<file path="config.mk">
export PLATFORM = sky130hd
export DESIGN_NAME = complex_mag_sq_avg
export DESIGN_NICKNAME = d
export VERILOG_FILES = /design/src/rtl/complex_mag_sq_avg.sv
export SDC_FILE = /design/constraint.sdc
export NUM_CORES = 1
export LEC_CHECK = 0
export CELL_PAD_IN_SITES_DETAIL_PLACEMENT = 0
export CELL_PAD_IN_SITES_GLOBAL_PLACEMENT = 2
export CORE_MARGIN = 1.5
export CORE_UTILIZATION = 42
export CTS_CLUSTER_DIAMETER = 150
export DETAILED_ROUTE_END_ITERATION = 7
export PLACE_DENSITY = 0.88
export SLEW_MARGIN = 20
export SYNTH_ARGS = -nofsm -noshare
export SYNTH_HDL_FRONTEND = slang
export SYNTH_SLANG_ARGS = --single-unit
export TNS_END_PERCENT = 50
</file>
<file path="constraint.sdc">
create_clock -name clock -period 7.13 [get_ports clock]
set_input_delay 0.713 -clock clock [delete_from_list [all_inputs] [get_ports clock]]
set_output_delay 0.713 -clock clock [all_outputs]
set_load 0.01 [all_outputs]
</file>
<file path="src/rtl/complex_mag_sq_avg.sv">
// complex_mag_sq_avg: 3-stage |x|^2 = i^2 + q^2 power estimator on a strobed
// complex sample stream, with an optional power-of-two moving average of |x|^2.
// Build macro MAG_SQ_AVG_EN: when defined, the moving-average stage (ring
// buffer, running sum, fill counter) is built; when undefined the avg_* outputs
// are tied to zero and the mag_sq path is unchanged.
module complex_mag_sq_avg #(
    parameter int IN_WIDTH = 16,
    parameter int LOG2_WIN = 4
) (
    input  logic                         clock,
    input  logic                         reset,
    input  logic                         enable,
    input  logic signed [IN_WIDTH-1:0]   i,
    input  logic signed [IN_WIDTH-1:0]   q,
    input  logic                         input_strobe,
    output logic        [2*IN_WIDTH-1:0] mag_sq,
    output logic                         mag_sq_strobe,
    output logic        [2*IN_WIDTH-1:0] avg_power,
    output logic                         avg_strobe,
    output logic                         avg_full
);

    localparam int PW = 2 * IN_WIDTH;

    logic signed [IN_WIDTH-1:0] i_p1_q;
    logic signed [IN_WIDTH-1:0] q_p1_q;
    logic                       vld_p1_q;
    logic signed [PW-1:0]       ii_p2_q;
    logic signed [PW-1:0]       qq_p2_q;
    logic                       vld_p2_q;
    logic        [PW-1:0]       mag_p3_q;
    logic                       vld_p3_q;

    logic signed [PW-1:0]       ii_d;
    logic signed [PW-1:0]       qq_d;
    logic        [PW-1:0]       mag_d;

    // Operands are sign-extended to the full product width so the square of the
    // most negative input (2^(2*IN_WIDTH-2)) is represented exactly.
    assign ii_d = PW'(i_p1_q) * PW'(i_p1_q);
    assign qq_d = PW'(q_p1_q) * PW'(q_p1_q);

    // Both squares are non-negative and at most 2^(PW-2), so their sum fits in
    // PW unsigned bits without saturation.
    assign mag_d = $unsigned(ii_p2_q) + $unsigned(qq_p2_q);

    // Datapath registers for stages 1 and 2; they carry no reset since the
    // valid bits decide whether their contents mean anything.
    always_ff @(posedge clock) begin
        if (enable) begin
            // ---- stage 1: capture raw sample
            i_p1_q  <= i;
            q_p1_q  <= q;
            // ---- stage 2: squares
            ii_p2_q <= ii_d;
            qq_p2_q <= qq_d;
        end
    end

    // Valid pipeline plus the stage-3 result, which resets to zero and holds
    // its last value between samples.
    always_ff @(posedge clock) begin
        if (reset) begin
            vld_p1_q <= 1'b0;
            vld_p2_q <= 1'b0;
            vld_p3_q <= 1'b0;
            mag_p3_q <= '0;
        end else if (enable) begin
            vld_p1_q <= input_strobe;
            vld_p2_q <= vld_p1_q;
            // ---- stage 3: sum of squares
            vld_p3_q <= vld_p2_q;
            if (vld_p2_q) begin
                mag_p3_q <= mag_d;
            end
        end
    end

    assign mag_sq        = mag_p3_q;
    assign mag_sq_strobe = vld_p3_q & enable;

`ifdef MAG_SQ_AVG_EN

    localparam int SW = PW + LOG2_WIN;
    localparam int N  = 1 << LOG2_WIN;

    // Average is a plain right shift: truncation toward zero of a non-negative sum.
    function automatic logic [PW-1:0] window_mean(input logic [SW-1:0] s);
        window_mean = PW'(s >> LOG2_WIN);
    endfunction

    logic [PW-1:0]       ring_q [N];
    logic [LOG2_WIN-1:0] wr_ptr_q;
    logic [LOG2_WIN:0]   fill_q;
    logic [SW-1:0]       sum_q;
    logic                avg_vld_q;

    logic                take;
    logic                full;
    logic [PW-1:0]       oldest;
    logic [SW-1:0]       sum_d;
    logic [LOG2_WIN:0]   fill_d;

    assign take   = enable & vld_p3_q;
    assign full   = (fill_q == (LOG2_WIN + 1)'(N));
    // Until the window has filled, the slot being overwritten holds stale data
    // (possibly from before a reset) and must not be subtracted.
    assign oldest = full ? ring_q[wr_ptr_q] : '0;
    assign sum_d  = sum_q + SW'(mag_p3_q) - SW'(oldest);
    assign fill_d = full ? fill_q : fill_q + 1'b1;

    // Ring buffer contents: written on each accepted sample, never reset.
    always_ff @(posedge clock) begin
        if (!reset && take) begin
            ring_q[wr_ptr_q] <= mag_p3_q;
        end
    end

    // Averager control: write pointer, saturating fill count, running sum, strobe.
    always_ff @(posedge clock) begin
        if (reset) begin
            wr_ptr_q  <= '0;
            fill_q    <= '0;
            sum_q     <= '0;
            avg_vld_q <= 1'b0;
        end else if (enable) begin
            // ---- stage 4: running window sum
            avg_vld_q <= vld_p3_q;
            if (vld_p3_q) begin
                sum_q    <= sum_d;
                wr_ptr_q <= wr_ptr_q + 1'b1;
                fill_q   <= fill_d;
            end
        end
    end

    assign avg_power  = window_mean(sum_q);
    assign avg_strobe = avg_vld_q & enable;
    assign avg_full   = full;

`else

    assign avg_power  = '0;
    assign avg_strobe = 1'b0;
    assign avg_full   = 1'b0;

`endif

endmodule
</file>
Yosys cells after proc, flatten, opt, wreduce, memory -nomap -nowiden
Index checks and enable logic that the tools add are counted.
{ "totals": {"regBits": 131, "out_inout_bits": 67, "word_cells": 13} }
{ "op_classes": {"add_sub_neg": 1, "multipliers": 2, "bitwise": 1, "reduce_logical": 1} }
{ "ops": {"columns": ["op", "n"], "rows": [
  ["multiplier 16 x 16 -> 32 bit", 2],
  ["adder 32 bit", 1],
  ["AND reduction 2 bit", 1],
  ["AND 1 bit", 1]
]} }

Logic depth before layout (Yosys ltp)
Gate-level depths: netlist of run 1.
{ "logic_depth": {"ltp_word": 1, "ltp_mapped": 25, "depth_no_buf": 24} }

Least setup slack after synthesis of run 1
Ideal clock, no wire load.
{ "synth_path": {"path_kind": "reg-to-reg", "from": "register q_p1_q[15]", "to": "register qq_p2_q[31] (data pin)", "setup_ns": 0.260, "arrival_ns": 6.162, "required_time_ns": 6.870, "path_slack_ns": 0.708, "path_stages_with_launch": 23, "synth_period_minus_slack_ns": 6.422, "path_cell_list": "edfxtp_1 clkbuf_1 clkbuf_1 nand2_1 fa_1 inv_1 fa_1 fa_1 fa_1 fa_1 inv_1 fa_1 inv_1 ha_1 a21o_1 a21o_1 a21o_1 o2bb2ai_1 o41ai_2 a21oi_1 o21a_1 nor2_1 xnor2_1"} }
{ "synth_between": {"elab_chain_cells": 1} }
{ "synth_lines": {"columns": ["item", "line_no", "source"], "rows": [
  ["start, declared", "26", "logic signed [IN_WIDTH-1:0] q_p1_q;"],
  ["start signal, assigned", "53", "q_p1_q <= q;"],
  ["multiplier 16 x 16 -> 32 bit", "41", "assign qq_d = PW'(q_p1_q) * PW'(q_p1_q);"],
  ["net qq_d[31]", "35", "logic signed [PW-1:0] qq_d;"],
  ["end signal, assigned", "56", "qq_p2_q <= qq_d;"],
  ["end, declared", "29", "logic signed [PW-1:0] qq_p2_q;"]
]} }
The timed path passes the listed nets, and every way through them passes these cells.
A chain may end at the register's enable or synchronous reset.

Worst setup path after layout of run 1
{ "layout_path": {"from": "register q_p1_q[5]", "to": "register qq_p2_q[31] (data pin)"} }
Same word-level chain as after synthesis.

==> results_dict.tcl, run 1 <==
set metrics [dict create \
    outcome "finished, final reports clean" \
    routed_wl_mm 49.2 \
    nFillCells 5222 \
    cts-root-buf "clkbuf_16" \
    synthMuxAreaShare 0.00171 \
    cp.arrival_ps 6890 \
    via_count 15452 \
    hold_path_class "flop to flop" \
    drtIter0Drc 744 \
    maxCapViolCount 0 \
    die_height_um 239 \
    cts.sinks 129 \
    yosysWarnings 0 \
    grt_pass1_wl_mm 84.0 \
    path_clk_slew_ps 70 \
    route.detailed.drc 0 \
    start_util 0.425 \
    cts_tree "built" \
    fin_skew_ps 12.2 \
    max_freq_ghz 0.149 \
    dp_hpwl_mm 41.6 \
    htreeDepth 4 \
    syn2layout_area_growth_pct 9.28 \
    report.final.slew_viol_count 0 \
    synth_xor_xnor_area_share 0.0416 \
    synth_area_sq_um 23400 \
    synth_top_family_by_area "adder cells" \
    synthAdderAreaFrac 0.514 \
    critPathCaptureType "flop" \
    r2r_slack_ps 430 \
    path_buf_inv 4 \
    drt_first_pass_iters 5 \
    clk_latency_ps 440 \
    synth_cell_types 67 \
    synth_edf_count 94 \
    yosysSeqAreaShare 0.151 \
    path_cells "nand2_1 > fa_1 > inv_1 > fa_1 > buf_4 > fa_1 > fa_1 > fa_1 > inv_1 > fa_1 > inv_1 > ha_1 > and3_1 > nand3_1 > a211oi_1 > o41ai_2 > a21oi_1 > o21a_1 > nor2_1 > xnor2_1" \
    layout.nets 3163 \
    cp.required_ps 7320 \
    path_delay_family "adder cells" \
    gp_congestion 0.856 \
    setup_tns_ps 0 \
    postCtsHoldBufs 0 \
    cts_made_buffers 17 \
    grt_pass1_vias 17065 \
    ant_nets 0 \
    hold_viol_final 0 \
    row_count 86 \
    grtUsageTotal 0.188 \
    start_kind "flop" \
    routedWlPerCell_um 15.3 \
    die_w_um 239 \
    crit_fanout 19 \
    io_buffer_count 68 \
    io_pins 103 \
    syn_inst 2380 \
    gr-total-overflow 0 \
    tightest_slew_ps 962 \
    async_flop_share 0 \
    finalCriticalPeriod_ps 6700 \
    drive_above_1_share 0.0431 \
    finalSetupViolations 0 \
    synth_ff_type "edfxtp_1" \
    diodes 0 \
    max_stage_delay_ps 820 \
    path_class "flop to flop" \
    synth_compound_area_frac 0.0719 \
    slowest_stage "edfxtp_1" \
    cts_buffer_depth 2 \
    rsz0062_at_grt "no" \
    synth-seq-cells 129 \
    grt_max_degree 54 \
    worst_path_most_repeated_cell "fa_1" \
    fin_crit_sh 0.939 \
    synthSimpleGateAreaFrac 0.0960 \
    antenna_found_initial 0 \
    syn_avg_cell_area_sq_um 9.81 \
    maxSlewHeadroom 0.359 \
    avgViaCountPerCell 4.81 \
    die_area_sq_um 57000 \
    core_sq_um 55000 \
]
-- worst min-delay path: stages, from the launching register on --
cell and delay (ps):
dfxtp_1 310, nand2_1 50, a21oi_1 50
-- cell usage after synthesis, drive strengths merged (8+ instances only) --
master,instances,share of area
a211oi,11,0.0040
a21o,39,0.013
a21oi,90,0.020
a22o,8,0.0030
a31o,8,0.0030
and2,87,0.023
buf,36,0.011
clkbuf,55,0.0088
dfxtp,35,0.030
edfxtp,94,0.12
fa,468,0.40
ha,210,0.11
inv,648,0.10
nand2,204,0.033
nand2b,16,0.0043
nand3,20,0.0043
nor2,86,0.014
nor2b,12,0.0032
nor3,13,0.0034
o21a,12,0.0039
o21ai,34,0.0076
xnor2,83,0.031
xor2,28,0.010
-- path summary, 6_finish.rpt --
kind                                              start  cells after the start                 endpoint
worst max-delay path                q_p1_q[5]$_DFFE_PP_                     20    qq_p2_q[31]$_DFFE_PP_
worst min-delay path            mag_sq[14]$_SDFFE_PP0P_                      2  mag_sq[14]$_SDFFE_PP0P_
worst max register to register      q_p1_q[5]$_DFFE_PP_                     20    qq_p2_q[31]$_DFFE_PP_
worst min register to register  mag_sq[14]$_SDFFE_PP0P_                      2  mag_sq[14]$_SDFFE_PP0P_
-- per-layer routing --
layer | up-vias | track usage | share of wire
li1 | 7267 | - | -
met2 | 222 | 0.331 | 0.51
met3 | 56 | 0.0260 | 0.033
met5 | - | 0 | 0
met4 | 0 | 0.0508 | 0.019
met1 | 7907 | 0.242 | 0.44
-- layout by cell type, fill, tap and decap left out, drive strengths merged, types with 67 or more instances in the layout --
cell | netlist | final
inv | 648 | 652
ha | 210 | 210
nor2 | 86 | 86
clkdlybuf4s50 | 0 | 67
fa | 468 | 468
xnor2 | 83 | 83
edfxtp | 94 | 94
nand2 | 204 | 204
and2 | 87 | 87
a21oi | 90 | 90
-- state kept, by name (all words and copies together) (netlist names) --
name,flops
i_p1_q,16
vld_p2_q,1
qq_p2_q,31
vld_p3_q,1
ii_p2_q,31
vld_p1_q,1
q_p1_q,16
mag_sq,32
-- stage by stage --
step	cell area, sq um	util	hold slack (ps)	setup WS, ps	instances
6_report	25500	0.464	457	433	3210
5_1_grt	25500	0.464	476	34.4	3210
4_1_cts	25400	0.463	458	411	3199
3_5_place_dp	24800	0.452	452	474	3167
3_3_place_gp	24800	0.452	445	488	3167
2_1_floorplan	23500	-	446	708	2413
-- logic make-up (layout without fill, tap and decap cells) --
group	count (synthesis)	count (layout)
AO/OA/AOI/OAI	244	244
other	1	34
XOR/XNOR	111	111
AND/OR/NAND/NOR	474	474
buffers and inverters	739	788
flip-flops	129	129
adder cells (fa/ha/maj)	678	678
multiplexers	4	4
-- area by class of cell --
type,count,area (sq um),area share
tap,748,936,0.0367
inverter,648,2430,0.0953
sequential,129,3520,0.138
multi-input combinational,1545,17100,0.668
clock inverter,10,66.3,0.00260
timing repair buffer,108,978,0.0383
clock buffer,22,529,0.0207
-- timing repair --
| item | CTS | global route |
|---|---|---|
| buffers inserted | 0 | 11 |
| resized for setup | 0 | 1 |
| setup endpoints to repair | 0 | 1 |
Power of run 1 is left out: the tool's default activity adds up to more than one toggle a clock period on the data nets, which glitch-free logic cannot reach.
==> run 2: changes to the inputs <==
Settings changed: CORE_UTILIZATION 42 to 44, DONT_BUFFER_PORTS set to 1.
==> results_dict.tcl, run 2 (synthesis gave the netlist of run 1 again) <==
set metrics [dict create \
    min-delay-start "reset" \
    finalCriticalPeriod_ps 6610 \
    grt_use_met2 0.339 \
    place_area_sq_um 24100 \
    post-place-cells 3035 \
    cp.arrival_ps 6830 \
    reg2reg_from "q_p1_q[11]$_DFFE_PP_" \
    max_freq_ghz 0.151 \
    path_class "flop to flop" \
    die_height_um 233 \
    critPathCaptureType "flop" \
    critical_path.startpoint "q_p1_q[11]$_DFFE_PP_" \
    drt_first_pass_iters 5 \
    finalSetupViolations 0 \
    die_w_um 233 \
    fin_crit_sh 0.927 \
    cts.sinks 129 \
    htreeDepth 4 \
    report.final.slew_viol_count 0 \
    maxSlewHeadroom 0.351 \
    grt_util_met1 0.239 \
    core_sq_um 52600 \
    setup.worst_path.end "qq_p2_q[31]$_DFFE_PP_" \
    route.detailed.drc 0 \
    rsz0062_at_grt "no" \
    grt_pass1_vias 16693 \
    final_area_sq_um 24800 \
    outcome "finished, final reports clean" \
    worst_hold_slack_ps 300 \
    die_area_sq_um 54500 \
    fin_skew_ps 13.9 \
    routed_wl_mm 48.6 \
    tightest_slew_ps 973 \
    final_common_cell "inv_1" \
    r2r-end "qq_p2_q[31]$_DFFE_PP_" \
    hold_path_class "primary input to flop" \
    drtIter0Drc 622 \
    io_buffer_count 0 \
    gr-total-overflow 0 \
    io_pins 103 \
    drive_above_1_share 0.0419 \
    maxCapViolCount 0 \
    gr-usage-met3 0.0325 \
    cts-root-buf "clkbuf_16" \
    grtUsageTotal 0.193 \
    cts_buffer_depth 2 \
    nFillCells 5020 \
    start_kind "flop" \
    largest_reg_flops 32 \
    start_util 0.445 \
    r2r_cells 20 \
    cts_tree "built" \
    layout.nets 3089 \
    cts_made_buffers 17 \
    syn2layout_area_growth_pct 5.96 \
    setup_tns_ps 0 \
    routedWlPerCell_um 15.8 \
    top_usage_layer "met2" \
    row_count 84 \
    postCtsResizedCells 0 \
    avgViaCountPerCell 4.92 \
    dp_hpwl_mm 40.9 \
    clk_latency_ps 470 \
    crit_fanout 16 \
    via_count 15141 \
    cp.required_ps 7350 \
    grt_pass1_wl_mm 80.9 \
    final_cells 3077 \
    gp_congestion 0.841 \
    grt_max_degree 101 \
    ant_nets 0 \
    layout_common_cells "648 x inv_1, 468 x fa_1, 210 x ha_1" \
    r2r_slack_ps 520 \
    hold_path_depth 1 \
    hold_viol_final 0 \
    path_clk_slew_ps 70 \
    antenna_found_initial 3 \
]
## run 2: worst min-delay path by stage
stage	end
after floorplan	vld_p3_q$_SDFFE_PP0P_
after global placement	vld_p3_q$_SDFFE_PP0P_
after detailed placement	vld_p3_q$_SDFFE_PP0P_
after CTS	mag_sq[31]$_SDFFE_PP0P_
after global routing	mag_sq[31]$_SDFFE_PP0P_
final	mag_sq[31]$_SDFFE_PP0P_
## run 2: routing by layer
metal	vias up	share of wire
met5	-	0.00016
met4	2	0.024
met3	65	0.038
met2	229	0.51
met1	7728	0.42
li1	7117	-
## run 2: area by class of cell
| cell class | count | area (sq um) | area share |
|---|---|---|---|
| Multi-Input combinational cell | 1545 | 17100 | 0.689 |
| Sequential cell | 129 | 3520 | 0.142 |
| Inverter | 648 | 2430 | 0.0983 |
| Tap cell | 688 | 861 | 0.0348 |
| Clock buffer | 20 | 500 | 0.0202 |
| Timing Repair Buffer | 34 | 255 | 0.0103 |
| Clock inverter | 12 | 115 | 0.00465 |
| Antenna cell | 1 | 2.50 | 0.000101 |
## run 2: timing repair
item | 4_1_cts | 5_1_grt
endpoints found under the setup margin | 0 | 1
hold buffers | 0 | 0
setup buffers | 0 | 9
## run 2: critical path, stage by stage (launching register included)
cell and delay [ps]:
edfxtp_1 810, nand2_1 250, fa_1 630, fa_1 440, fa_1 430, fa_1 500, inv_1 50, fa_1 530
inv_1 50, fa_1 470, inv_1 40, ha_1 330, a2111oi_0 370, o21ai_0 150, o21ai_0 170, o2bb2ai_1 180
o41ai_2 420, a21oi_1 150, o21a_1 200, nor2_1 110, xnor2_1 70
## run 2: metrics by stage
stage               utilization  worst slack [ps]
finish                    0.471               520
global route              0.471              11.6
CTS                       0.470               447
detailed placement        0.458               486
global placement          0.458               580
floorplan                     -               708
Power of run 2 is left out for the same reason.
